File: src/rtl/uart_tx_word_serializer.sv
// Word-to-byte serializer in front of the UART TX core: a word FIFO that feeds a byte shifter.
// Optional per-word header byte is compiled in with UART_TX_SER_HDR_EN.
module uart_tx_word_serializer #(
  parameter int unsigned DATA_W     = 64,
  parameter int unsigned FIFO_DEPTH = 4,
  parameter logic [7:0]  HDR_BYTE   = 8'hA5
) (
  input  logic                              clk,
  input  logic                              rst,
  input  logic                              in_valid,
  output logic                              in_ready,
  input  logic [DATA_W-1:0]                 in_data,
  input  logic                              msb_first,
  input  logic                              next_uart,
  input  logic                              flush,
  output logic [7:0]                        out_byte,
  output logic                              out_valid,
  output logic                              busy,
  output logic [$clog2(FIFO_DEPTH+1)-1:0]   level,
  output logic                              overflow
);

  localparam int unsigned NBYTES = DATA_W / 8;
  localparam int unsigned AW     = (FIFO_DEPTH > 1) ? $clog2(FIFO_DEPTH) : 1;
  localparam int unsigned LW     = $clog2(FIFO_DEPTH + 1);
  localparam int unsigned IW     = (NBYTES > 1) ? $clog2(NBYTES) : 1;

`ifdef UART_TX_SER_HDR_EN
  typedef enum logic [1:0] {IDLE, SEND, HDR} state_t;
`else
  typedef enum logic {IDLE, SEND} state_t;
  logic [7:0] unused_hdr;
  assign unused_hdr = HDR_BYTE;
`endif

  state_t            state;
  logic [DATA_W-1:0] mem [FIFO_DEPTH];
  logic [AW-1:0]     wr_ptr, rd_ptr;
  logic [LW-1:0]     count, count_nxt;
  logic [DATA_W-1:0] sreg, shifted, head;
  logic [IW-1:0]     idx;
  logic              msb_q;
  logic              push, pop, last_byte;

  function automatic logic [7:0] sel_byte(input logic [DATA_W-1:0] w, input logic msb);
    return msb ? w[DATA_W-1 -: 8] : w[7:0];
  endfunction

  // Full blocks writes even when a pop happens the same cycle (no write-through).
  assign in_ready  = (count != LW'(FIFO_DEPTH));
  assign push      = in_valid && in_ready && !flush;
  assign last_byte = (state == SEND) && out_valid && next_uart && (idx == IW'(NBYTES - 1));
  assign pop       = !flush && (count != '0) && ((state == IDLE) || last_byte);
  assign head      = mem[rd_ptr];
  assign shifted   = msb_q ? (sreg << 8) : (sreg >> 8);
  assign level     = count;

  always_comb begin
    count_nxt = count;
    if (push && !pop)
      count_nxt = count + LW'(1);
    else if (pop && !push)
      count_nxt = count - LW'(1);
  end

  always_ff @(posedge clk) begin
    if (push)
      mem[wr_ptr] <= in_data;
  end

  always_ff @(posedge clk or posedge rst) begin
    if (rst) begin
      wr_ptr <= '0;
      rd_ptr <= '0;
      count  <= '0;
    end else if (flush) begin
      wr_ptr <= '0;
      rd_ptr <= '0;
      count  <= '0;
    end else begin
      if (push)
        wr_ptr <= wr_ptr + AW'(1);
      if (pop)
        rd_ptr <= rd_ptr + AW'(1);
      count <= count_nxt;
    end
  end

  // Byte sequencer; a pop (from IDLE or after the last byte) always reloads the shifter.
  always_ff @(posedge clk or posedge rst) begin
    if (rst) begin
      state     <= IDLE;
      sreg      <= '0;
      idx       <= '0;
      msb_q     <= 1'b0;
      out_byte  <= 8'h00;
      out_valid <= 1'b0;
      busy      <= 1'b0;
      overflow  <= 1'b0;
    end else if (flush) begin
      state     <= IDLE;
      idx       <= '0;
      out_valid <= 1'b0;
      busy      <= 1'b0;
      overflow  <= 1'b0;
    end else begin
      if (in_valid && !in_ready)
        overflow <= 1'b1;
      if (pop) begin
        sreg      <= head;
        msb_q     <= msb_first;
        idx       <= '0;
        out_valid <= 1'b1;
        busy      <= 1'b1;
`ifdef UART_TX_SER_HDR_EN
        state     <= HDR;
        out_byte  <= HDR_BYTE;
`else
        state     <= SEND;
        out_byte  <= sel_byte(head, msb_first);
`endif
      end else begin
        case (state)
          IDLE: begin
            out_valid <= 1'b0;
            busy      <= (count_nxt != '0);
          end
          SEND: begin
            if (next_uart) begin
              if (idx != IW'(NBYTES - 1)) begin
                sreg     <= shifted;
                idx      <= idx + IW'(1);
                out_byte <= sel_byte(shifted, msb_q);
              end else begin
                state     <= IDLE;
                out_valid <= 1'b0;
                busy      <= (count_nxt != '0);
              end
            end
          end
`ifdef UART_TX_SER_HDR_EN
          HDR: begin
            if (next_uart) begin
              state    <= SEND;
              out_byte <= sel_byte(sreg, msb_q);
            end
          end
`endif
          default: state <= IDLE;
        endcase
      end
    end
  end

endmodule

File: config.mk
export PLATFORM = sky130hd
export DESIGN_NAME = uart_tx_word_serializer
export DESIGN_NICKNAME = d
export VERILOG_FILES = /design/src/rtl/uart_tx_word_serializer.sv
export SDC_FILE = /design/constraint.sdc
export NUM_CORES = 1
export LEC_CHECK = 0
export CORE_MARGIN = 3
export CORE_UTILIZATION = 50
export DETAILED_ROUTE_END_ITERATION = 12
export GPL_TIMING_DRIVEN = 1
export PLACE_DENSITY = 0.78
export SLEW_MARGIN = 20
export SYNTH_ARGS = -nofsm -noshare
export SYNTH_HDL_FRONTEND = slang
export SYNTH_SLANG_ARGS = --single-unit
File: constraint.sdc
create_clock -name clk -period 7.2 [get_ports clk]
set_input_delay 1.44 -clock clk [delete_from_list [all_inputs] [get_ports clk]]
set_output_delay 1.44 -clock clk [all_outputs]
set_load 0.005 [all_outputs]
======== After elaboration in Yosys (flattened, before gate mapping) ========
Memories as Yosys holds them, arrays and structs flattened.
Index checks and enable logic that the tools add are counted.
storage, ports and cells
  memories ................................ 1
  memory bits (writable) .................. 256
  logic and storage cells ................. 96
  output and inout bits ................... 15
  bits of input ports ..................... 70
  flip-flop bits (word level) ............. 87
operators by class
  muxes and demuxes ....................... 42
  equal/unequal tests ..................... 5
  reductions and logical operators ........ 30
  add/sub/neg operators ................... 5
  bitwise logic cells ..................... 2
memories
  memory  words  width  read ports  clocked after memory_dff  wr ports  RTL line  RTL
  mem     4      64     1           0                         1         37        logic [DATA_W-1:0] mem [FIFO_DEPTH];
operators by type and width
  kind                   number
  $mux W64               5
  $mux W8                6
  $mux W3                8
  $mux W1                17
  $reduce_bool A3 Y1     5
  $reduce_bool A2 Y1     6
  $logic_and A1 B1 Y1    10
  $mux W2                4
  $add A3 B1 Y3 const B  2
  $ne A3 B3 Y1 const B   2
  $add A2 B1 Y2 const B  2
  $logic_not A1 Y1       4
  $ne A4 B3 Y1 const B   1
  $ne A4 B4 Y1 const B   1
  $pmux W1 S2            2
  $reduce_and A2 Y1      2
  $reduce_and A4 Y1      1
  $eq A3 B3 Y1 const B   1
  $reduce_and A3 Y1      1
  $sub A3 B1 Y3 const B  1
  $not A1 Y1             2
  $logic_or A1 B1 Y1     1

======== Logic depth before layout (Yosys ltp) ========
Gate-level depths: netlist of run 1.
  depth after elaboration ................. 14
  gate-level depth with buffers ........... 10

======== Worst setup path after synthesis of run 1 ========
No wires, ideal clock.
  path type ............................... input -> register
  start ................................... input in_valid
  end ..................................... memory mem[0][0] (enable)
  stages on the path ...................... 4
  setup slack ............................. 3.238 ns
  data arrival time ....................... 3.534 ns
  path through ............................ a21bo_2 -> buf_2 -> nor2_1 -> and2_1
between the ends
  cells in the longest elaborated chain, start to end .. 4
RTL lines
  item                               RTL line  RTL
  start, declared                    10        input logic in_valid,
  $logic_and A1 B1 Y1 (2 in series)  51        assign push = in_valid && in_ready && !flush;
  $mux W1                            67        if (push)
  $mux W1 (implied by the code)      68        mem[wr_ptr] <= in_data;
  end, declared                      37
No other way between the ends.

======== Worst setup path after layout of run 1 ========
  start ................................... input flush
  end ..................................... memory mem[2][27] (enable)
between the ends
  cells in the longest elaborated chain, start to end .. 4
RTL lines
  item                           RTL line  RTL
  start, declared                15        input logic flush,
  $logic_not A1 Y1               51
  $logic_and A1 B1 Y1            51
  $mux W1                        67
  $mux W1 (implied by the code)  68
No other way between the ends.

==> flow_summary.json, run 1 <==
{
  "die_w_um": 175,
  "finalHoldViolCount": 0,
  "rsz0062_at_grt": "no",
  "areaGrowthSynthToFinish_pct": 15.2,
  "layout_min_cycle_time_ns": 4.06,
  "slew_headroom_pct": 35.0,
  "powerDensity_nw_per_um2": 350,
  "synth_top_area_share_pct": 53.9,
  "io_buffers": 84,
  "routabilityCongestion": 0.816,
  "fmax_mhz": 246,
  "ctsResizeCount": 0,
  "fill_cells": 2098,
  "drive_gt1_share_pct": 21.7,
  "grt_use_total_pct": 18.7,
  "fin_util_pct": 58.8,
  "vias": 7503,
  "wl_per_cell_um": 21.4,
  "syn_area_um2": 14300,
  "htreeDepth": 2,
  "synth_top_area_cell": "edfxtp_1",
  "grt-ovfl-total": 0,
  "cts_tree": "yes",
  "final_area_um2": 16400,
  "period_share_pct": 56.4,
  "start_util_pct": 51.0,
  "power.leakage_nw": 5.66,
  "synthCells": 832,
  "ys_types": 39,
  "setup_tns_ns": 0,
  "synth_warnings": 0,
  "holdBufCountCts": 0,
  "fin_skew_ns": 0.0107,
  "fp.dieH_um": 175,
  "r2r_start": "rd_ptr[0]",
  "synth_edf_count": 256,
  "hold_path_class": "register to register",
  "grt_pass1_vias": 7830,
  "avgSynthCellArea_um2": 17.1,
  "synth_fp_nets": 911,
  "critPathKind": "input port to register",
  "clkSlewWorstSetupHoldPaths_ns": 0.06,
  "cts_buffer_depth": 3,
  "antenna_found_initial": 0,
  "synth-async-reset-ratio_pct": 25.4,
  "finalMaxSlewViolations": 0,
  "cts_buffers": 35,
  "grt_pass1_wl_mm": 44.5,
  "viasPerCell": 5.71,
  "start_kind": "input port",
  "ys_top_cells_by_area": "edfxtp_1 54%, dfrtp_1 15%, mux4_2 10%",
  "coreArea_um2": 27900,
  "first_pass_iters": 5,
  "diodes": 0,
  "worstPathRequired_ns": 7.34,
  "numClockSinks": 343,
  "root_buffer": "clkbuf_16",
  "post_cts_buffers": 0,
  "worst_setup_path_end_kind": "register",
  "worst_pin_slew_ns": 0.972,
  "ys.flop_type": "edfxtp_1",
  "drc": 0,
  "num_rows": 61,
  "ys_seq_elements": 343,
  "placed_area_um2": 15400,
  "cp.arrival_ns": 4.20,
  "min_from": "overflow",
  "dieArea_um2": 30600,
  "ioPinCount": 85,
  "finalSetupViolCount": 0,
  "max-vdd-ir-drop_v": 0.000167,
  "p_total_mw": 5.75,
  "hpwlAfterDp_mm": 17.2,
  "status": "finished, final reports clean",
  "startpoint": "flush",
  "insertion_delay_ns": 0.51,
  "wl_mm": 28.1,
  "final_nets": 993,
  "path_max_fanout": 34,
  "drv_cap": 0,
  "ys_seq_area_share_pct": 69.2,
  "grt_max_degree": 85,
  "detail-route-antenna-nets": 0,
  "drt_iter0_markers": 684
}
## power breakdown
| group | switching (mW) | internal [mW] |
|---|---|---|
| Sequential | 0.212 | 2.39 |
| Combinational | 0.742 | 0.762 |
| Clock | 0.705 | 0.941 |
## layout by cell type (no fill, tap or decap), types with 2 or more instances in the layout
| cell | netlist | final |
|---|---|---|
| a211oi_1 | 9 | 9 |
| a21bo_2 | 2 | 2 |
| a21oi_1 | 7 | 7 |
| a221oi_1 | 2 | 2 |
| a22oi_1 | 2 | 2 |
| a31oi_1 | 9 | 9 |
| and2_2 | 0 | 2 |
| and2_4 | 0 | 2 |
| buf_4 | 1 | 10 |
| clkbuf_1 | 18 | 13 |
| clkbuf_16 | 0 | 37 |
| clkdlybuf4s50_1 | 0 | 84 |
| clkinv_1 | 0 | 4 |
| clkinv_2 | 0 | 4 |
| clkinvlp_4 | 0 | 3 |
| dfrtp_1 | 87 | 84 |
| dfrtp_2 | 0 | 2 |
| edfxtp_1 | 256 | 256 |
| ha_1 | 9 | 9 |
| inv_1 | 8 | 7 |
| mux2_2 | 72 | 72 |
| mux2i_1 | 49 | 49 |
| mux4_2 | 64 | 64 |
| nand2_1 | 78 | 78 |
| nand2b_1 | 12 | 12 |
| nand3_1 | 2 | 2 |
| nor2_1 | 15 | 15 |
| nor2b_1 | 11 | 11 |
| nor3_1 | 2 | 2 |
| o21ai_0 | 67 | 67 |
| xnor2_1 | 3 | 3 |
## area by class of cell
| type | count | area [µm²] | area share (%) |
|---|---|---|---|
| Tap cell | 378 | 473 | 2.88 |
| Clock buffer | 50 | 975 | 5.94 |
| Sequential cell | 343 | 9870 | 60.1 |
| Multi-Input combinational cell | 431 | 4090 | 24.9 |
| Clock inverter | 10 | 52.6 | 0.320 |
| Timing Repair Buffer | 95 | 927 | 5.65 |
| Inverter | 8 | 31.3 | 0.190 |
## per-stage QoR
stage	std cells	hold WS (ns)	worst slack [ns]
CTS	1315	0.503	3.10
global placement	1255	0.500	2.62
global route	1315	0.515	2.96
detailed placement	1255	0.491	2.58
finish	1315	0.497	3.14
floorplan	832	0.480	3.24
## metal layers
layer	GRT usage, %	wire (µm)	vias up
met2	30.5	13800	195
met3	3.54	1390	40
met4	4.95	589	0
met1	26.4	12300	3882
li1	-	-	3386
met5	0	0	-
## final timing paths
path	endpoint	slack, ns	depth (start not counted)
hold reg to reg	overflow	0.50	2
setup / recovery	mem[2][27]	3.14	4
hold / removal	overflow	0.50	2
min in group asynchronous	wr_ptr[0]	1.14	2
max in group asynchronous	rd_ptr[0]	5.04	3
setup reg to reg	out_byte[3]	4.02	6
## flip-flops by register name, indices dropped and copies added, names as in the netlist
register and flops:
out_byte 8, level 3, msb_q 1, busy 1, idx 3, sreg 64
state 1, out_valid 1, mem 256, rd_ptr 2, overflow 1, wr_ptr 2
## critical path: stages
cell and delay [ns]:
clkdlybuf4s50_1 0.84, nor2_1 0.48, and2_2 0.81, buf_4 0.59
## synthesized netlist by cell type, drive strengths merged, types with 2 or more instances
cell and instances:
mux2 72, o21ai 67, mux2i 49, nor3 2
edfxtp 256, nand3 2, nor2b 11, a211oi 9
a311oi 2, xnor2 3, ha 9, a21bo 2
and2 4, a221oi 2, inv 8, buf 32
a22oi 2, mux4 64, nand2 78, a31oi 9
nor2 16, dfrtp 87, clkbuf 18, a21oi 7
nor4 2, nand2b 12
## cell families after synthesis
family	Yosys count	synth area share (%)
DFF	343	69.2
muxes	185	19.2
and+or+nand+nor	128	4.05
AOI/OAI and AO/OA	105	4.29
buffers and inverters	58	2.19
adders and majority gates	9	0.790
xor gates and xnor gates	4	0.246
Power figures use the tool's default switching activity.
==> run 2, diff against run 1 <==
- PLACE_DENSITY: 0.78 -> 0.81
- clock period: 7.2 -> 3.7 ns (I/O delays scaled with it)
==> run 2 against run 1 <==
Wire length increased by 1.5%. Die area is the same. Via count up 0.67%. Clock-buffer cell count is 3 lower. Critical path type is now register to primary output. Critical endpoint is now in_ready. Largest power group unchanged.
==> flow_summary.json, run 2 (synthesis gave the netlist of run 1 again) <==
{
  "largest_register_ffs": 256,
  "worstPathCellList": "inv_1 -> ha_1 -> nand2_1 -> clkdlybuf4s50_1",
  "cp_top_family": "buffers and inverters",
  "viasPerCell": 5.71,
  "final_cell_mix": "256 x edfxtp_1, 84 x dfrtp_1, 84 x clkdlybuf4s50_1",
  "areaGrowthSynthToFinish_pct": 17.1,
  "dieArea_um2": 30600,
  "placed_area_um2": 15600,
  "routabilityCongestion": 0.835,
  "internal_power_mw": 8.29,
  "seq_power_share_pct": 43.8,
  "r2r_start": "level[1]",
  "critPathKind": "register to primary output",
  "period_share_pct": 73.3,
  "drc": 0,
  "path_depth": 4,
  "powerDensity_nw_per_um2": 694,
  "cp_slowest_cell": "clkdlybuf4s50_1",
  "slew_headroom_pct": 51.3,
  "root_buffer": "clkbuf_16",
  "drv_cap": 0,
  "final_nets": 999,
  "cts_tree": "yes",
  "path_max_fanout": 6,
  "clkSlewWorstSetupHoldPaths_ns": 0.06,
  "grt-ovfl-total": 0,
  "coreArea_um2": 27900,
  "drt_iter0_markers": 491,
  "diodes": 0,
  "fin_skew_ns": 0.0143,
  "worstPathRequired_ns": 2.96,
  "max-vdd-ir-drop_v": 0.000440,
  "ctsResizeCount": 0,
  "switchingPower_mw": 3.30,
  "insertion_delay_ns": 0.50,
  "num_rows": 61,
  "power.leakage_nw": 5.80,
  "start_util_pct": 51.0,
  "startpoint": "level[1]",
  "setup_tns_ns": 0,
  "wl_mm": 28.5,
  "min_path_cells": 1,
  "antenna_found_initial": 0,
  "post_cts_buffers": 0,
  "detail-route-antenna-nets": 0,
  "hpwlAfterDp_mm": 17.4,
  "regMostFlops": "mem",
  "fp.dieH_um": 175,
  "combinationalPowerShare_pct": 26.3,
  "cts_buffers": 35,
  "hold_path_class": "register to register",
  "worstRegToRegCells": 8,
  "io_buffers": 84,
  "rsz0062_at_grt": "no",
  "wl_per_cell_um": 21.5,
  "grt_use_total_pct": 18.8,
  "finalHoldViolCount": 0,
  "holdBufCountCts": 0,
  "grt_max_degree": 73,
  "stdcell_count": 1323,
  "pre_cts_ws_ns": 0.825,
  "power_frac_clock_pct": 30.0,
  "finalSetupViolCount": 0,
  "final_common_cell": "edfxtp_1",
  "cp.arrival_ns": 1.97,
  "vias": 7553,
  "cts_buffer_depth": 3,
  "die_w_um": 175,
  "crit_path_max_incr_delay_ns": 0.51,
  "finalMaxSlewViolations": 0,
  "worst_pin_slew_ns": 0.724,
  "drive_gt1_share_pct": 23.0,
  "layout_min_cycle_time_ns": 2.71,
  "min_from": "sreg[5]",
  "ioPinCount": 85,
  "htreeDepth": 2,
  "status": "finished, final reports clean",
  "worst_setup_path_end_kind": "primary output",
  "numClockSinks": 343,
  "fin_ws_ns": 0.989,
  "place_inst": 1261,
  "start_kind": "register",
  "first_pass_iters": 6,
  "fmax_mhz": 369,
  "final_area_um2": 16700,
  "reg_top3": "mem (256), sreg (64), out_byte (8)",
  "grt_pass1_vias": 7850,
  "path_buf_inv": 2,
  "switching_share_pct": 28.5,
  "grt_pass1_wl_mm": 44.8
}
==> run 2: cell types whose count changed in the layout (fill, tap and decap cells not counted), moves of 3 or more <==
cell,delta
clkinvlp_4,-3
clkbuf_1,-6
clkbuf_8,+3
clkinv_2,+5
buf_12,+10
buf_4,-3
bufinv_16,+3
==> run 2: power by group through the flow <==
stage	combinational (mW)	sequential [mW]	clock, mW
after floorplan	2.35	4.92	0
after global placement	2.94	5.11	0
after detailed placement	3.03	5.14	0
after CTS	3.06	5.06	3.53
after global routing	3.32	5.12	3.68
final	3.04	5.07	3.47
==> run 2: path summary, 6_finish.rpt <==
path / to / slack, ns
max: in_ready / 0.99
min in group asynchronous: rd_ptr[0] / 0.64
min reg2reg: sreg[5] / 0.51
max in group asynchronous: sreg[9] / 2.33
max reg2reg: sreg[56] / 1.10
min: sreg[5] / 0.51
==> run 2: cell type report <==
| type | instances | area (µm²) |
|---|---|---|
| inverter | 8 | 31.3 |
| sequential | 343 | 9870 |
| clock inverter | 15 | 145 |
| fill | 2059 | 11200 |
| tap | 378 | 473 |
| timing repair buffer | 101 | 1090 |
| clock buffer | 47 | 993 |
| multi-input combinational | 431 | 4090 |
==> run 2: stage by stage <==
stage	total power, mW	util, %	hold WS (ns)
CTS	11.7	59.8	0.514
finish	11.6	59.8	0.511
global placement	8.05	55.7	0.495
global route	12.1	59.8	0.528
floorplan	7.27	-	0.480
detailed placement	8.16	55.7	0.501
==> run 2: routing by layer <==
metal	vias up	GRT usage [%]	part of all wire (%)
li1	3401	-	-
met1	3856	26.5	42
met2	248	30.6	50
met3	48	3.37	6.1
met4	0	5.39	2.4
met5	-	0	0
==> run 3, diff against run 2 <==
- clock period: 3.7 -> 2.25 ns (I/O delays scaled with it)
==> run 3 against run 2 <==
Setup slack worse by 0.94 ns. Clock-buffer cell count is 1 higher. Non-clock buffer count is 51 higher. First-iteration DRC count is 37% higher. Highest routed layer unchanged.
==> flow_summary.json, run 3 (synthesis gave the netlist of run 1 again) <==
{
  "stdcell_count": 1376,
  "layout_min_cycle_time_ns": 2.20,
  "cts_buffers": 36,
  "grt_use_total_pct": 19.4,
  "reg_top3": "mem (256), sreg (64), out_byte (8)",
  "start_kind": "register",
  "final_common_cell": "edfxtp_1",
  "num_rows": 61,
  "coreArea_um2": 27900,
  "viasPerCell": 5.69,
  "pre_cts_ws_ns": -0.0679,
  "fin_skew_ns": 0.0165,
  "worst_setup_path_end_kind": "register",
  "detail-route-antenna-nets": 0,
  "insertion_delay_ns": 0.52,
  "finalSetupViolCount": 0,
  "cp.arrival_ns": 2.60,
  "path_max_fanout": 12,
  "fin_ws_ns": 0.0499,
  "clkSlewWorstSetupHoldPaths_ns": 0.06,
  "largest_register_ffs": 256,
  "multi_input_area_um2": 4110,
  "final_nets": 1051,
  "vias": 7824,
  "ioPinCount": 85,
  "drv_cap": 0,
  "drc": 0,
  "reg2reg_to": "out_byte[2]",
  "period_share_pct": 97.8,
  "grt_pass1_vias": 8079,
  "drive_gt1_share_pct": 27.3,
  "start_util_pct": 51.0,
  "regArea_um2": 9870,
  "place_inst": 1296,
  "htreeDepth": 2,
  "powerDensity_nw_per_um2": 1150,
  "final_area_um2": 17400,
  "finalHoldViolCount": 0,
  "cts_buffer_depth": 3,
  "rsz0062_at_grt": "yes",
  "worstRegToRegCells": 6,
  "drt_iter0_markers": 675,
  "slew_headroom_pct": 70.1,
  "placed_area_um2": 16000,
  "wl_mm": 29.8,
  "worst_pin_slew_ns": 0.447,
  "worstPathRequired_ns": 2.65,
  "hold_path_class": "input port to async pin",
  "regMostFlops": "mem",
  "grt_max_degree": 37,
  "reg2reg_slack_ns": 0.05,
  "fmax_mhz": 455,
  "power.leakage_nw": 6.13,
  "grt-ovfl-total": 0,
  "fp.dieH_um": 175,
  "status": "finished, final reports clean",
  "critPathKind": "register to register",
  "diodes": 0,
  "hpwlAfterDp_mm": 19.0,
  "r2r_start": "rd_ptr[0]",
  "io_buffers": 84,
  "final_cell_mix": "256 x edfxtp_1, 84 x dfrtp_1, 83 x clkdlybuf4s50_1",
  "numClockSinks": 343,
  "root_buffer": "clkbuf_16",
  "max-vdd-ir-drop_v": 0.000550,
  "antenna_found_initial": 0,
  "grt_pass1_wl_mm": 46.5,
  "wl_per_cell_um": 21.6,
  "cts_tree": "yes",
  "finalMaxSlewViolations": 0,
  "first_pass_iters": 5,
  "routabilityCongestion": 0.827,
  "die_w_um": 175,
  "fill_cells": 1956,
  "areaGrowthSynthToFinish_pct": 21.8,
  "dieArea_um2": 30600
}
==> run 3: cell types whose count changed in the layout (fill, tap and decap cells not counted), sizes merged, moves of 2 or more <==
cell,delta
buf,+49
clkbuf,+3
clkinv,-2
inv,+2
==> run 3: power by group <==
| group | switching, mW | internal (mW) | leakage (nW) |
|---|---|---|---|
| Sequential | 0.684 | 7.64 | 3.45 |
| Combinational | 2.71 | 3.20 | 2.11 |
| Clock | 2.31 | 3.43 | 0.566 |
| Total | 5.71 | 14.3 | 6.13 |
==> run 3: area by class of cell <==
type	count	share of cell area (%)
repair buffers	152	10.0
clock inverters	16	0.908
flip-flops and latches	343	56.8
clock buffers	48	5.68
inverters	8	0.195
well taps	378	2.72
multi-input cells	431	23.6
==> run 3: worst max-delay path: stages, from the launching register on <==
cell,delay (ns)
dfrtp_4,0.54
buf_12,0.16
mux4_2,0.55
nor2b_1,0.16
a211oi_1,0.30
a31oi_1,0.10
mux2_2,0.27
==> run 3: stage by stage <==
step                setup TNS, ns  total power [mW]  hold WS, ns  utilization [%]
finish                          0              20.0        0.302             62.2
global route               -0.680              20.9        0.333             62.2
CTS                             0              19.8        0.311             61.5
detailed placement         -11.19              14.0        0.498             57.5
global placement            -1.50              13.8        0.476             57.5
floorplan                  -80.86              12.0        0.480                -
==> run 3: timing repair <==
action	4_1_cts	5_1_grt
hold buffers	0	0
endpoints found under the setup margin	1	68
pin swaps	0	2
gates cloned	0	2
gates resized for setup	1	12
setup buffers	0	14
hold endpoints to repair	0	0
==> run 3: how the worst max path moves through the flow <==
stage	slack (ns)	startpoint	depth (start not counted)	end
after floorplan	-0.31	level[0]	6	mem[0][0]
after global placement	-0.03	in_valid	5	mem[3][40]
after detailed placement	-0.07	next_uart	7	busy
after CTS	0.04	level[0]	10	sreg[1]
after global routing	-0.04	idx[0]	9	sreg[4]
final	0.05	rd_ptr[0]	6	out_byte[2]
==> run 3: routing by layer <==
layer  GRT usage (%)  vias up  wire length, µm
met2            32.0      258            15100
met1            27.2     4008            12400
met5               0        -                0
met4            4.85        0              542
met3            3.76       43             1800
li1                -     3515                -
